**src/rtl/adder_pipelined_nbit.sv**
```systemverilog
// Segmented add/subtract pipeline: one SEG_WIDTH slice per stage, carry registered
// between stages, with a valid/ready handshake and a single global stall enable.
module adder_pipelined_nbit #(
    parameter int BIT_WIDTH = 16,
    parameter int SEG_WIDTH = 4
) (
    input  logic                 clk,
    input  logic                 rst,
    input  logic                 in_valid,
    output logic                 in_ready,
    input  logic [BIT_WIDTH-1:0] a,
    input  logic [BIT_WIDTH-1:0] b,
    input  logic                 carry_in,
    input  logic                 sub,
    output logic                 out_valid,
    input  logic                 out_ready,
    output logic [BIT_WIDTH-1:0] sum,
    output logic                 carry_out,
    output logic                 overflow
);

    localparam int NUM_STAGES = BIT_WIDTH / SEG_WIDTH;
    localparam int LAST       = NUM_STAGES - 1;

    generate
        if ((BIT_WIDTH % SEG_WIDTH) != 0) begin : g_width_check
            $error("BIT_WIDTH must be a multiple of SEG_WIDTH");
        end
    endgenerate

    function automatic logic [SEG_WIDTH:0] seg_add(
        input logic [SEG_WIDTH-1:0] x,
        input logic [SEG_WIDTH-1:0] y,
        input logic                 c
    );
        return {1'b0, x} + {1'b0, y} + {{SEG_WIDTH{1'b0}}, c};
    endfunction

    logic                                 en;
    logic [BIT_WIDTH-1:0]                 b_eff;
    logic                                 cin_eff;

    logic [NUM_STAGES-1:0]                valid_q, valid_d;
    logic [NUM_STAGES-1:0][BIT_WIDTH-1:0] a_q, a_d;
    logic [NUM_STAGES-1:0][BIT_WIDTH-1:0] b_q, b_d;
    logic [NUM_STAGES-1:0][BIT_WIDTH-1:0] sum_q, sum_d;
    logic [NUM_STAGES-1:0]                carry_q, carry_d;
    logic                                 ovf_q, ovf_d;
    logic [SEG_WIDTH:0]                   seg;
    logic                                 unused_bits;

    assign en       = out_ready | ~out_valid;
    assign in_ready = en;
    assign b_eff    = sub ? ~b : b;
    assign cin_eff  = sub ? ~carry_in : carry_in;

    // Each stage adds its own slice; operands and finished sum slices ride along unchanged.
    always_comb begin
        valid_d = '0;
        a_d     = '0;
        b_d     = '0;
        sum_d   = '0;
        carry_d = '0;
        seg     = '0;

        seg                          = seg_add(a[SEG_WIDTH-1:0], b_eff[SEG_WIDTH-1:0], cin_eff);
        valid_d[0]                   = in_valid;
        a_d[0]                       = a;
        b_d[0]                       = b_eff;
        sum_d[0][SEG_WIDTH-1:0]      = seg[SEG_WIDTH-1:0];
        carry_d[0]                   = seg[SEG_WIDTH];

        for (int k = 1; k < NUM_STAGES; k++) begin
            seg        = seg_add(a_q[k-1][k*SEG_WIDTH +: SEG_WIDTH],
                                 b_q[k-1][k*SEG_WIDTH +: SEG_WIDTH],
                                 carry_q[k-1]);
            valid_d[k] = valid_q[k-1];
            a_d[k]     = a_q[k-1];
            b_d[k]     = b_q[k-1];
            sum_d[k]   = sum_q[k-1];
            sum_d[k][k*SEG_WIDTH +: SEG_WIDTH] = seg[SEG_WIDTH-1:0];
            carry_d[k] = seg[SEG_WIDTH];
        end
    end

    // Carry into the MSB is recovered from the MSB operand and sum bits.
    assign ovf_d = a_d[LAST][BIT_WIDTH-1] ^ b_d[LAST][BIT_WIDTH-1]
                 ^ sum_d[LAST][BIT_WIDTH-1] ^ carry_d[LAST];

    always_ff @(posedge clk) begin
        if (rst) begin
            valid_q <= '0;
            a_q     <= '0;
            b_q     <= '0;
            sum_q   <= '0;
            carry_q <= '0;
            ovf_q   <= 1'b0;
        end else if (en) begin
            valid_q <= valid_d;
            a_q     <= a_d;
            b_q     <= b_d;
            sum_q   <= sum_d;
            carry_q <= carry_d;
            ovf_q   <= ovf_d;
        end
    end

    assign out_valid   = valid_q[LAST];
    assign sum         = sum_q[LAST];
    assign carry_out   = carry_q[LAST];
    assign overflow    = ovf_q;
    assign unused_bits = ^{a_q[LAST], b_q[LAST]};

endmodule

```
**config.mk**
```make
export PLATFORM = sky130hd
export DESIGN_NAME = adder_pipelined_nbit
export DESIGN_NICKNAME = d
export VERILOG_FILES = /design/src/rtl/adder_pipelined_nbit.sv
export SDC_FILE = /design/constraint.sdc
export NUM_CORES = 1
export LEC_CHECK = 0
export ABC_AREA = 1
export BUFFER_PORTS_ARGS = -buffer_cell sky130_fd_sc_hd__buf_2
export CORE_ASPECT_RATIO = 0.9
export CORE_MARGIN = 2
export CORE_UTILIZATION = 55
export DETAILED_ROUTE_END_ITERATION = 10
export PLACE_DENSITY = 0.77
export SYNTH_ARGS = -nofsm -noshare
export SYNTH_HDL_FRONTEND = slang
export SYNTH_SLANG_ARGS = --single-unit
export TNS_END_PERCENT = 100
```
**constraint.sdc**
```tcl
create_clock -name clk -period 5.4 [get_ports clk]
set_input_delay 0.54 -clock clk [delete_from_list [all_inputs] [get_ports clk]]
set_output_delay 0.54 -clock clk [all_outputs]
set_load 0.02 [all_outputs]
```
== Word-level counts from Yosys, hierarchy flattened ==
Cells that the tools add are included.

* Flip-flop bits (word level): 145
* Bits of input ports: 38
* Word-level logic and storage cells: 30

* Add/sub/neg operators: 8
* Mux-type cells: 2
* Bitwise operators: 7

{| class="wikitable"
|+ Operators by type and width
! operator !! count
|-
| adder 4 x 4 -> 5 bit || 4
|-
| adder 5 x 1 -> 5 bit || 4
|-
| two-way mux 16 bit || 1
|-
| NOT 16 bit || 1
|-
| bitwise XOR 1 bit || 3
|-
| NOT 1 bit || 2
|-
| two-way mux 1 bit || 1
|-
| OR 1 bit || 1
|}

== Longest topological paths before layout ==
Gate-level depths: netlist of run 1.

* Depth after elaboration: 4
* Depth in mapped cells: 10
* Gate-level depth less buffers: 9

== Worst setup path after synthesis of run 1 ==
No wires, ideal clock.

* Kind: in2reg
* Start point: in sub
* End point: reg carry_q[0]
* Setup time: 122 ps
* Arrival: 2011 ps
* Setup slack: 3268 ps
* Cell stages on the path: 8
* Buffers on the path: 1
* Path through: buf_2 -> xor2_1 -> fa_1 -> fa_1 -> nand2_1 -> inv_1 -> o21ai_0 -> a21oi_1

* Word-level cells in the longest chain between the ends: 3
* Elaborated cells on any way between the ends: 4

{| class="wikitable"
|+ Ends and longest elaborated chain
! element !! RTL line !! RTL
|-
| start, declared || 14 || <nowiki>input logic sub,</nowiki>
|-
| two-way mux 16 bit || 54 || <nowiki>assign b_eff = sub ? ~b : b;</nowiki>
|-
| adder 4 x 4 -> 5 bit || 36 || <nowiki>return {1'b0, x} + {1'b0, y} + {{SEG_WIDTH{1'b0}}, c};</nowiki>
|-
| adder 5 x 1 -> 5 bit * || 36 ||
|-
| end signal, assigned || 103 || <nowiki>carry_q <= carry_d;</nowiki>
|-
| end, declared || 47 || <nowiki>logic [NUM_STAGES-1:0] carry_q, carry_d;</nowiki>
|}

Mark *: on every way between the ends. The rest lies on a longest branch, timed or not.
A chain may end at the register's enable or synchronous reset.

== Worst setup path after layout of run 1 ==
* Start point: reg valid_q[3]
* End point: out in_ready

* Word-level cells in the longest chain between the ends: 2

{| class="wikitable"
|+ Ends and longest elaborated chain
! element !! RTL line !! RTL
|-
| start, declared || 43 || <nowiki>logic [NUM_STAGES-1:0] valid_q, valid_d;</nowiki>
|-
| start signal, assigned || 99 || <nowiki>valid_q <= valid_d;</nowiki>
|-
| NOT 1 bit || 52 || <nowiki>assign en = out_ready | ~out_valid;</nowiki>
|-
| OR 1 bit || 52 ||
|-
| end, declared || 10 || <nowiki>output logic in_ready,</nowiki>
|}

Every way passes these cells.

==> results by group, run 1 <==
Run status
  – Status: finished clean

Die
  – Die Outline Area: 8150 sq um
  – CORE AREA: 7150 sq um
  – I/O pin cnt: 58
  – Horiz. Die Dim: 94.9 microns
  – Starting Density: 57.3%
  – Die Ht: 85.8 microns
  – Std-Cell Rows: 29

Logic synthesis
  – YS warnings: 0
  – Fraction of the mapped netlist area in adder cells: 7.58%
  – Simple-gate portion of the synthesized area: 19.9%
  – Multiplexer share of the synthesized area: 0%
  – Average size of a mapped cell: 7.93 sq um
  – Largest family of logic cells by synthesized area: simple AND/OR/NAND/NOR gates
  – Seq/Total Area, Yosys: 47.4%
  – Number of flops mapped to enable cells by yosys: 0
  – Synth Register Bits: 97
  – Synthesized cell area: 4090 sq um
  – Count of cell types in the netlist: 24
  – Ys async rst share: 0%
  – Synth Area in XOR/XNOR: 3.21%
  – Mapped Nets: 574
  – Compound-Gate Fraction of Synth Area: 15.3%
  – Post-Syn Instances: 516
  – Top FF cell, synth: dfxtp_1

STA
  – Worst-Margin Slew: 1.13 ns
  – Fmax: 334 MHz
  – Final Setup Violations: 0
  – RSZ-0062 raised after global routing: no
  – Worst rel slew slack: 24.6%
  – Final period util: 55.5%
  – Final Skew: 0.0116 ns
  – Final setup TNS: 0 ns
  – Final Hold Viols: 0
  – Fin worst setup slack: 2.41 ns
  – Fin crit period: 2.99 ns
  – Max Transition Viols Final: 0

Detailed routing
  – Post-route ant nets: 0
  – Avg WL per Cell: 11.6 microns
  – Vias: 3319
  – DRT Pass-1 Iters: 4
  – WL final: 7590 microns
  – Drt drc: 0
  – Routed vias/inst: 5.08
  – DR iter-0 viols: 196

Critical path
  – Cells on worst reg2reg path: 9
  – Worst Setup Path Type: register to output pin
  – Kind of start point of the critical path: register
  – Worst Setup SP: valid_q[3]$_SDFFE_PP0P_
  – Worst r2r dst: sum_d[59]$_SDFFE_PP0P_
  – CP Capture Type: output pin
  – CP Data Arrival Time: 2.45 ns
  – CP required: 4.86 ns
  – Worst Path Max Fanout: 77
  – CP endpoint: in_ready
  – R2R Setup Slk: 2.75 ns
  – FF-to-FF Start: valid_q[3]$_SDFFE_PP0P_

Layout
  – Fraction of layout cells with a size suffix above 1: 14.8%
  – Nets: 613
  – Finished Layout Cells: 653
  – Final Util: 63.8%
  – Area delta synth->final: 11.4%
  – # diodes: 0

Power
  – Leakage: 0.00229 uW
  – Pwr Density: 320 nW/um^2
  – Worst VDD drop: 0.216 mV

Clock network
  – Hold Buf Count CTS: 0
  – Clock transition at path regs: 0.09 ns
  – PostCTS Resize Cnt: 0
  – CTS root buffer: clkbuf_8
  – CTS tree: built
  – Clock Latency Late Sink: 0.36 ns
  – H-tree level count: 3
  – Total setup buffers inserted after CTS: 0
  – CTS buffer count: 9
  – Longest Clk Path Bufs: 2
  – CTS Sinks: 97

Placement
  – DP Cell Count: 637
  – Port-buffer cells: 57
  – Post-DP HPWL: 5030 microns
  – Post-Place Worst Slack: 2.51 ns
  – GPL Wtd Cong: 0.759

Global route
  – Pin count of the biggest net entering global routing: 97
  – Total GRT Usage: 20.0%
  – Initial antenna violation count: 0
  – Remaining Overflow, GRT: 0
  – Vias in the first global route: 2952
  – GRT met3 Usage: 6.68%
  – GR Layer Usage met1: 26.3%
  – Busiest grt layer: met2
  – First-pass GRT wire length: 13000 microns
  – GR Layer Usage met2: 32.1%

Flow run
  – Total of max-cap violations: 0

Hold path
  – Hold/Removal Path Class: primary input to register
==> worst min-delay path by stage <==
stage	cells after the start	slack, ns	end	from
finish	2	0.35	valid_q[3]$_SDFFE_PP0P_	rst
detailed placement	2	0.45	valid_q[3]$_SDFFE_PP0P_	valid_q[2]$_SDFFE_PP0P_
global route	2	0.34	valid_q[3]$_SDFFE_PP0P_	rst
global placement	2	0.44	valid_q[3]$_SDFFE_PP0P_	valid_q[2]$_SDFFE_PP0P_
floorplan	2	0.43	valid_q[2]$_SDFFE_PP0P_	valid_q[2]$_SDFFE_PP0P_
CTS	2	0.34	valid_q[3]$_SDFFE_PP0P_	rst
==> metrics by stage <==
step / power [uW] / cell area (sq um) / hold slack, ns
floorplan: 933 / 4090 / 0.430
global placement: 974 / 4350 / 0.439
detailed placement: 983 / 4350 / 0.453
CTS: 1470 / 4560 / 0.339
global route: 1530 / 4560 / 0.340
finish: 1460 / 4560 / 0.348
==> cell usage in the layout, fill, tap and decap left out, drive strengths merged <==
| master | n |
|---|---|
| clkbuf | 12 |
| buf | 60 |
| xnor2 | 9 |
| nand2 | 39 |
| or2 | 9 |
| bufinv | 1 |
| nand3 | 10 |
| fa | 8 |
| a21oi | 19 |
| nand3b | 3 |
| dfxtp | 97 |
| nor2 | 142 |
| inv | 26 |
| clkinv | 2 |
| o21ai | 99 |
| a31oi | 6 |
| ha | 12 |
| xor2 | 6 |
==> worst max-delay path, cell delays in order, from the launching register on <==
cell and delay [ns]:
dfxtp_1 0.34, inv_1 0.06, nor2_4 0.06, buf_4 0.52
clkinv_2 0.69, buf_2 0.37
==> layer usage <==
layer,up-vias,share of wire (%)
met5,-,0
met4,0,1.2
met3,7,4.9
met2,65,45
met1,1503,49
li1,1744,-
==> final cells by class <==
class / instances / area, sq um
Tap cell: 93 / 116
Sequential cell: 97 / 1940
Clock buffer: 12 / 155
Inverter: 25 / 95.1
Multi-Input combinational cell: 362 / 1890
Timing Repair Buffer: 60 / 308
Fill cell: 632 / 2590
Clock inverter: 4 / 58.8
==> report_power, final <==
part / internal (uW) / total [uW] / switching (uW) / leakage, uW
registers: 771 / 799 / 28.9 / 0.000798
clock network: 246 / 493 / 247 / 0.000109
logic: 70.8 / 167 / 96.3 / 0.00138
total: 1090 / 1460 / 373 / 0.00229
==> registers in the layout, indices dropped and copies added (netlist names) <==
signal,cells
a_d,24
b_d,24
carry_q,4
overflow,1
sum,16
sum_d,24
valid_q,4
==> cells in the mapped netlist (3+ instances only) <==
master	number	share of area (%)
a21oi_1	19	2.3
a31oi_1	6	0.92
buf_2	13	1.6
buf_4	3	0.55
buf_6	3	0.83
clkbuf_1	12	1.1
dfxtp_1	97	47
fa_1	8	3.9
ha_1	12	3.7
inv_1	23	2.1
nand2_1	39	3.6
nand3_1	10	1.2
nand3b_1	3	0.55
nor2_1	141	13
o21ai_0	92	11
o21ai_1	7	0.86
or2_1	3	0.46
or2_2	5	0.76
xnor2_1	9	1.9
xor2_1	6	1.3
==> cell families after synthesis <==
kind of cell,Yosys count
adders and majority gates,20
xor gates and xnor gates,15
buffers and inverters,57
AOI/OAI and AO/OA,124
DFF,97
and+or+nand+nor,203
Power figures use the tool's default switching activity.
==> run 2: changes to the inputs <==
==> constraint.sdc (replaced) <==
create_clock -name clk -period 2.9 [get_ports clk]
set_input_delay 0.29 -clock clk [delete_from_list [all_inputs] [get_ports clk]]
set_output_delay 0.29 -clock clk [all_outputs]
set_load 0.02 [all_outputs]
==> run 2 against run 1 <==
Core utilization hardly changed. Die area stayed put. Wire length is 0.84% lower. Worst setup slack worse by 1.6 ns. Design area hardly changed.
==> results by group, run 2 (synthesis results as in run 1) <==
Run status
  – Status: finished clean

Global route
  – Vias in the first global route: 2994
  – Pin count of the biggest net entering global routing: 77
  – Remaining Overflow, GRT: 0
  – First-pass GRT wire length: 13200 microns
  – Initial antenna violation count: 0
  – Total GRT Usage: 20.2%

Flow run
  – Total of max-cap violations: 0

Placement
  – Port-buffer cells: 57
  – Post-Place Worst Slack: 0.826 ns
  – GPL Wtd Cong: 0.793
  – Post-DP HPWL: 5160 microns

Critical path
  – CP Capture Type: output pin
  – CP required: 2.61 ns
  – Worst Setup Path Type: register to output pin
  – CP Data Arrival Time: 1.80 ns
  – Kind of start point of the critical path: register
  – Worst Path Max Fanout: 35

STA
  – Fin crit period: 2.09 ns
  – Max Transition Viols Final: 0
  – Fin worst setup slack: 0.807 ns
  – Final setup TNS: 0 ns
  – Final Hold Viols: 0
  – Final period util: 72.2%
  – Worst-Margin Slew: 0.622 ns
  – Fmax: 478 MHz
  – Worst rel slew slack: 58.5%
  – RSZ-0062 raised after global routing: no
  – Final Skew: 0.00474 ns
  – Final Setup Violations: 0

Die
  – Die Outline Area: 8150 sq um
  – Die Ht: 85.8 microns
  – Starting Density: 57.3%
  – Std-Cell Rows: 29
  – Horiz. Die Dim: 94.9 microns
  – CORE AREA: 7150 sq um
  – I/O pin cnt: 58

Layout
  – Final Util: 63.8%
  – Filler instances: 631
  – # diodes: 0
  – Most common cell after layout, fill and taps aside: nor2_1
  – Area delta synth->final: 11.5%
  – Leading cell types in the layout, fill and taps excluded: nor2_1 (141), dfxtp_1 (97), o21ai_0 (92)
  – Nets: 615
  – Fraction of layout cells with a size suffix above 1: 15.3%

Clock network
  – Total setup buffers inserted after CTS: 0
  – H-tree level count: 3
  – CTS tree: built
  – PostCTS Resize Cnt: 0
  – Hold Buf Count CTS: 0
  – Clock Latency Late Sink: 0.36 ns
  – CTS root buffer: clkbuf_8
  – Longest Clk Path Bufs: 2
  – Clock transition at path regs: 0.10 ns
  – CTS buffer count: 9
  – CTS Sinks: 97

Detailed routing
  – Routed vias/inst: 5.00
  – WL final: 7530 microns
  – Post-route ant nets: 0
  – DR iter-0 viols: 154
  – Avg WL per Cell: 11.5 microns
  – DRT Pass-1 Iters: 4
  – Vias: 3277
  – Drt drc: 0

Power
  – Worst VDD drop: 0.264 mV
  – Leakage: 0.00228 uW
  – Pwr Density: 578 nW/um^2

Hold path
  – Hold/Removal Path Class: primary input to register
-- run 2: final timing paths --
check | start | end | slack, ns | depth (start not counted)
worst min register to register | sum[1]$_SDFFE_PP0P_ | sum[1]$_SDFFE_PP0P_ | 0.48 | 2
worst max-delay path | valid_q[3]$_SDFFE_PP0P_ | in_ready | 0.81 | 5
worst min-delay path | rst | valid_q[3]$_SDFFE_PP0P_ | 0.09 | 2
worst max register to register | a_d[60]$_SDFFE_PP0P_ | overflow$_SDFFE_PP0P_ | 1.13 | 9
-- run 2: power by group --
group          internal, uW  switching (uW)  leakage [uW]
clock                   329             504     0.0000899
sequential             1430            53.8      0.000798
combinational           135             179       0.00139
total                  1900             737       0.00228
-- run 2: area by class of cell --
type                    instances  area [sq um]  area share, %
clock buffers                   9           124           2.72
clock inverters                 7          63.8           1.40
inverters                      25          95.1           2.08
multi-input cells             362          1890           41.3
flip-flops and latches         97          1940           42.6
well taps                      93           116           2.55
repair buffers                 62           335           7.35
-- run 2: routing by layer --
layer,GRT usage (%),wire (microns),vias to the layer above
met4,8.96,130,0
met2,31.9,3280,63
li1,-,-,1741
met1,26.7,3760,1463
met3,4.39,358,10
met5,0,0,-
-- run 2: critical path: stages (launching register included) --
cell and delay [ns]:
dfxtp_1 0.33, inv_1 0.06, nor2_4 0.09, clkinv_2 0.38, buf_4 0.38, buf_2 0.18
-- run 2: per-stage QoR --
| stage | area, sq um | power [uW] | instances | hold slack [ns] |
|---|---|---|---|---|
| 2_1_floorplan | 4090 | 1740 | 516 | 0.359 |
| 3_3_place_gp | 4370 | 1820 | 639 | 0.456 |
| 3_5_place_dp | 4370 | 1840 | 639 | 0.466 |
| 4_1_cts | 4560 | 2660 | 655 | 0.0739 |
| 5_1_grt | 4560 | 2780 | 655 | 0.0936 |
| 6_report | 4560 | 2640 | 655 | 0.0895 |
==> run 3: changes to the inputs <==
==> constraint.sdc (replaced) <==
create_clock -name clk -period 2.2 [get_ports clk]
set_input_delay 0.22 -clock clk [delete_from_list [all_inputs] [get_ports clk]]
set_output_delay 0.22 -clock clk [all_outputs]
set_load 0.02 [all_outputs]
==> run 3 against run 2 <==
Clock skew up 0.0038 ns. Final cell count up 0.15%. Flip-flop and latch count unchanged. Core utilization is 0.35 points higher. Worst setup slack worse by 0.38 ns. Clock power grew 25%. Die area unchanged. Critical path type unchanged.
==> results by group, run 3 (synthesis results as in run 1) <==
Clock network
  – Longest Clk Path Bufs: 2
  – Clock transition at path regs: 0.09 ns
  – Total setup buffers inserted after CTS: 0
  – CTS buffer count: 9
  – CTS Sinks: 97
  – CTS tree: built
  – Hold Buf Count CTS: 0
  – Clock Latency Late Sink: 0.35 ns
  – CTS root buffer: clkbuf_8
  – PostCTS Resize Cnt: 0
  – H-tree level count: 3

Detailed routing
  – Avg WL per Cell: 11.1 microns
  – WL final: 7290 microns
  – Drt drc: 0
  – DR iter-0 viols: 150
  – Vias: 3246
  – Post-route ant nets: 0
  – Routed vias/inst: 4.95
  – DRT Pass-1 Iters: 4

Critical path
  – Cells on worst reg2reg path: 9
  – Worst r2r dst: overflow$_SDFFE_PP0P_
  – Largest stage delay, worst path: 0.33 ns
  – CP max stage cell: dfxtp_1
  – CP top delay family: buffers and inverters
  – WP buf/inv: 4
  – Worst Path Max Fanout: 44
  – CP required: 1.98 ns
  – FF-to-FF Start: a_d[60]$_SDFFE_PP0P_
  – CP Capture Type: output pin
  – R2R Setup Slk: 0.45 ns
  – Crit path cell chain: inv_1 -> nor2_4 -> clkinv_2 -> buf_12 -> buf_2
  – CP Data Arrival Time: 1.56 ns
  – Worst Setup Path Type: register to output pin
  – Kind of start point of the critical path: register

Layout
  – Filler instances: 638
  – Fraction of layout cells with a size suffix above 1: 15.3%
  – Storage cell area: 1940 sq um
  – Multi-input gate area: 1890 sq um
  – # diodes: 0
  – Leading cell types in the layout, fill and taps excluded: nor2_1 (141), dfxtp_1 (97), o21ai_0 (92)
  – Finished Layout Cells: 656
  – Area delta synth->final: 12.1%
  – Nets: 616
  – Final Util: 64.2%
  – Most common cell after layout, fill and taps aside: nor2_1

STA
  – Final Hold Viols: 0
  – Final setup TNS: 0 ns
  – Fin crit period: 1.78 ns
  – Final Setup Violations: 0
  – Final Skew: 0.00851 ns
  – Final period util: 80.7%
  – Max Transition Viols Final: 0
  – RSZ-0062 raised after global routing: no
  – Worst rel slew slack: 58.5%
  – Worst-Margin Slew: 0.623 ns
  – Final hold slack: 0.0373 ns
  – Fmax: 563 MHz

Placement
  – GPL Wtd Cong: 0.814
  – Post-DP HPWL: 4980 microns
  – DP Cell Count: 640
  – Port-buffer cells: 57

Flow run
  – Total of max-cap violations: 0

Die
  – Horiz. Die Dim: 94.9 microns
  – CORE AREA: 7150 sq um
  – Starting Density: 57.3%
  – Die Outline Area: 8150 sq um
  – I/O pin cnt: 58
  – Die Ht: 85.8 microns
  – Std-Cell Rows: 29

Hold path
  – Hold depth: 2
  – Hold/Removal Path Class: primary input to register
  – Sink of the worst hold path: valid_q[3]$_SDFFE_PP0P_
  – Worst Hold Launch: rst

Run status
  – Status: finished clean

Global route
  – Pin count of the biggest net entering global routing: 77
  – Remaining Overflow, GRT: 0
  – First-pass GRT wire length: 13100 microns
  – Initial antenna violation count: 0
  – Total GRT Usage: 20.0%
  – Vias in the first global route: 3021

Power
  – Leakage: 0.00229 uW
  – Tot Pwr: 3420 uW
  – Pwr Density: 746 nW/um^2
  – Worst VDD drop: 0.523 mV
run 3: layout make-up:
class | count | area share [%]
clock inverter | 6 | 1.15
clock buffer | 10 | 2.78
multi-input combinational | 362 | 41.1
tap | 93 | 2.54
timing repair buffer | 63 | 8.02
sequential | 97 | 42.3
inverter | 25 | 2.07
run 3: worst max path at each step:
stage                                       start                      end  cells past startpoint
after detailed placement                      sub  carry_q[0]$_SDFFE_PP0P_                      8
final                     valid_q[3]$_SDFFE_PP0P_                 in_ready                      5
after global routing      valid_q[3]$_SDFFE_PP0P_                 in_ready                      5
after floorplan                               sub  carry_q[0]$_SDFFE_PP0P_                      8
after CTS                 valid_q[3]$_SDFFE_PP0P_                 in_ready                      5
after global placement                        sub  carry_q[0]$_SDFFE_PP0P_                      8
run 3: layer usage:
layer  routed length, microns  track usage [%]  vias to the layer above
li1                         -                -                     1742
met1                     3650             25.3                     1441
met2                     3240             33.7                       58
met3                      318             5.18                        5
met4                       78             6.46                        0
met5                        0                0                        -
run 3: power by group:
group | internal [uW] | switching [uW]
clock | 427 | 617
combinational | 182 | 236
sequential | 1890 | 68.6
run 3: stage by stage:
stage	area, sq um	worst slack [ns]
after global placement	4410	0.414
after floorplan	4090	0.388
after CTS	4590	0.403
after global routing	4590	0.312
final	4590	0.424
after detailed placement	4410	0.369
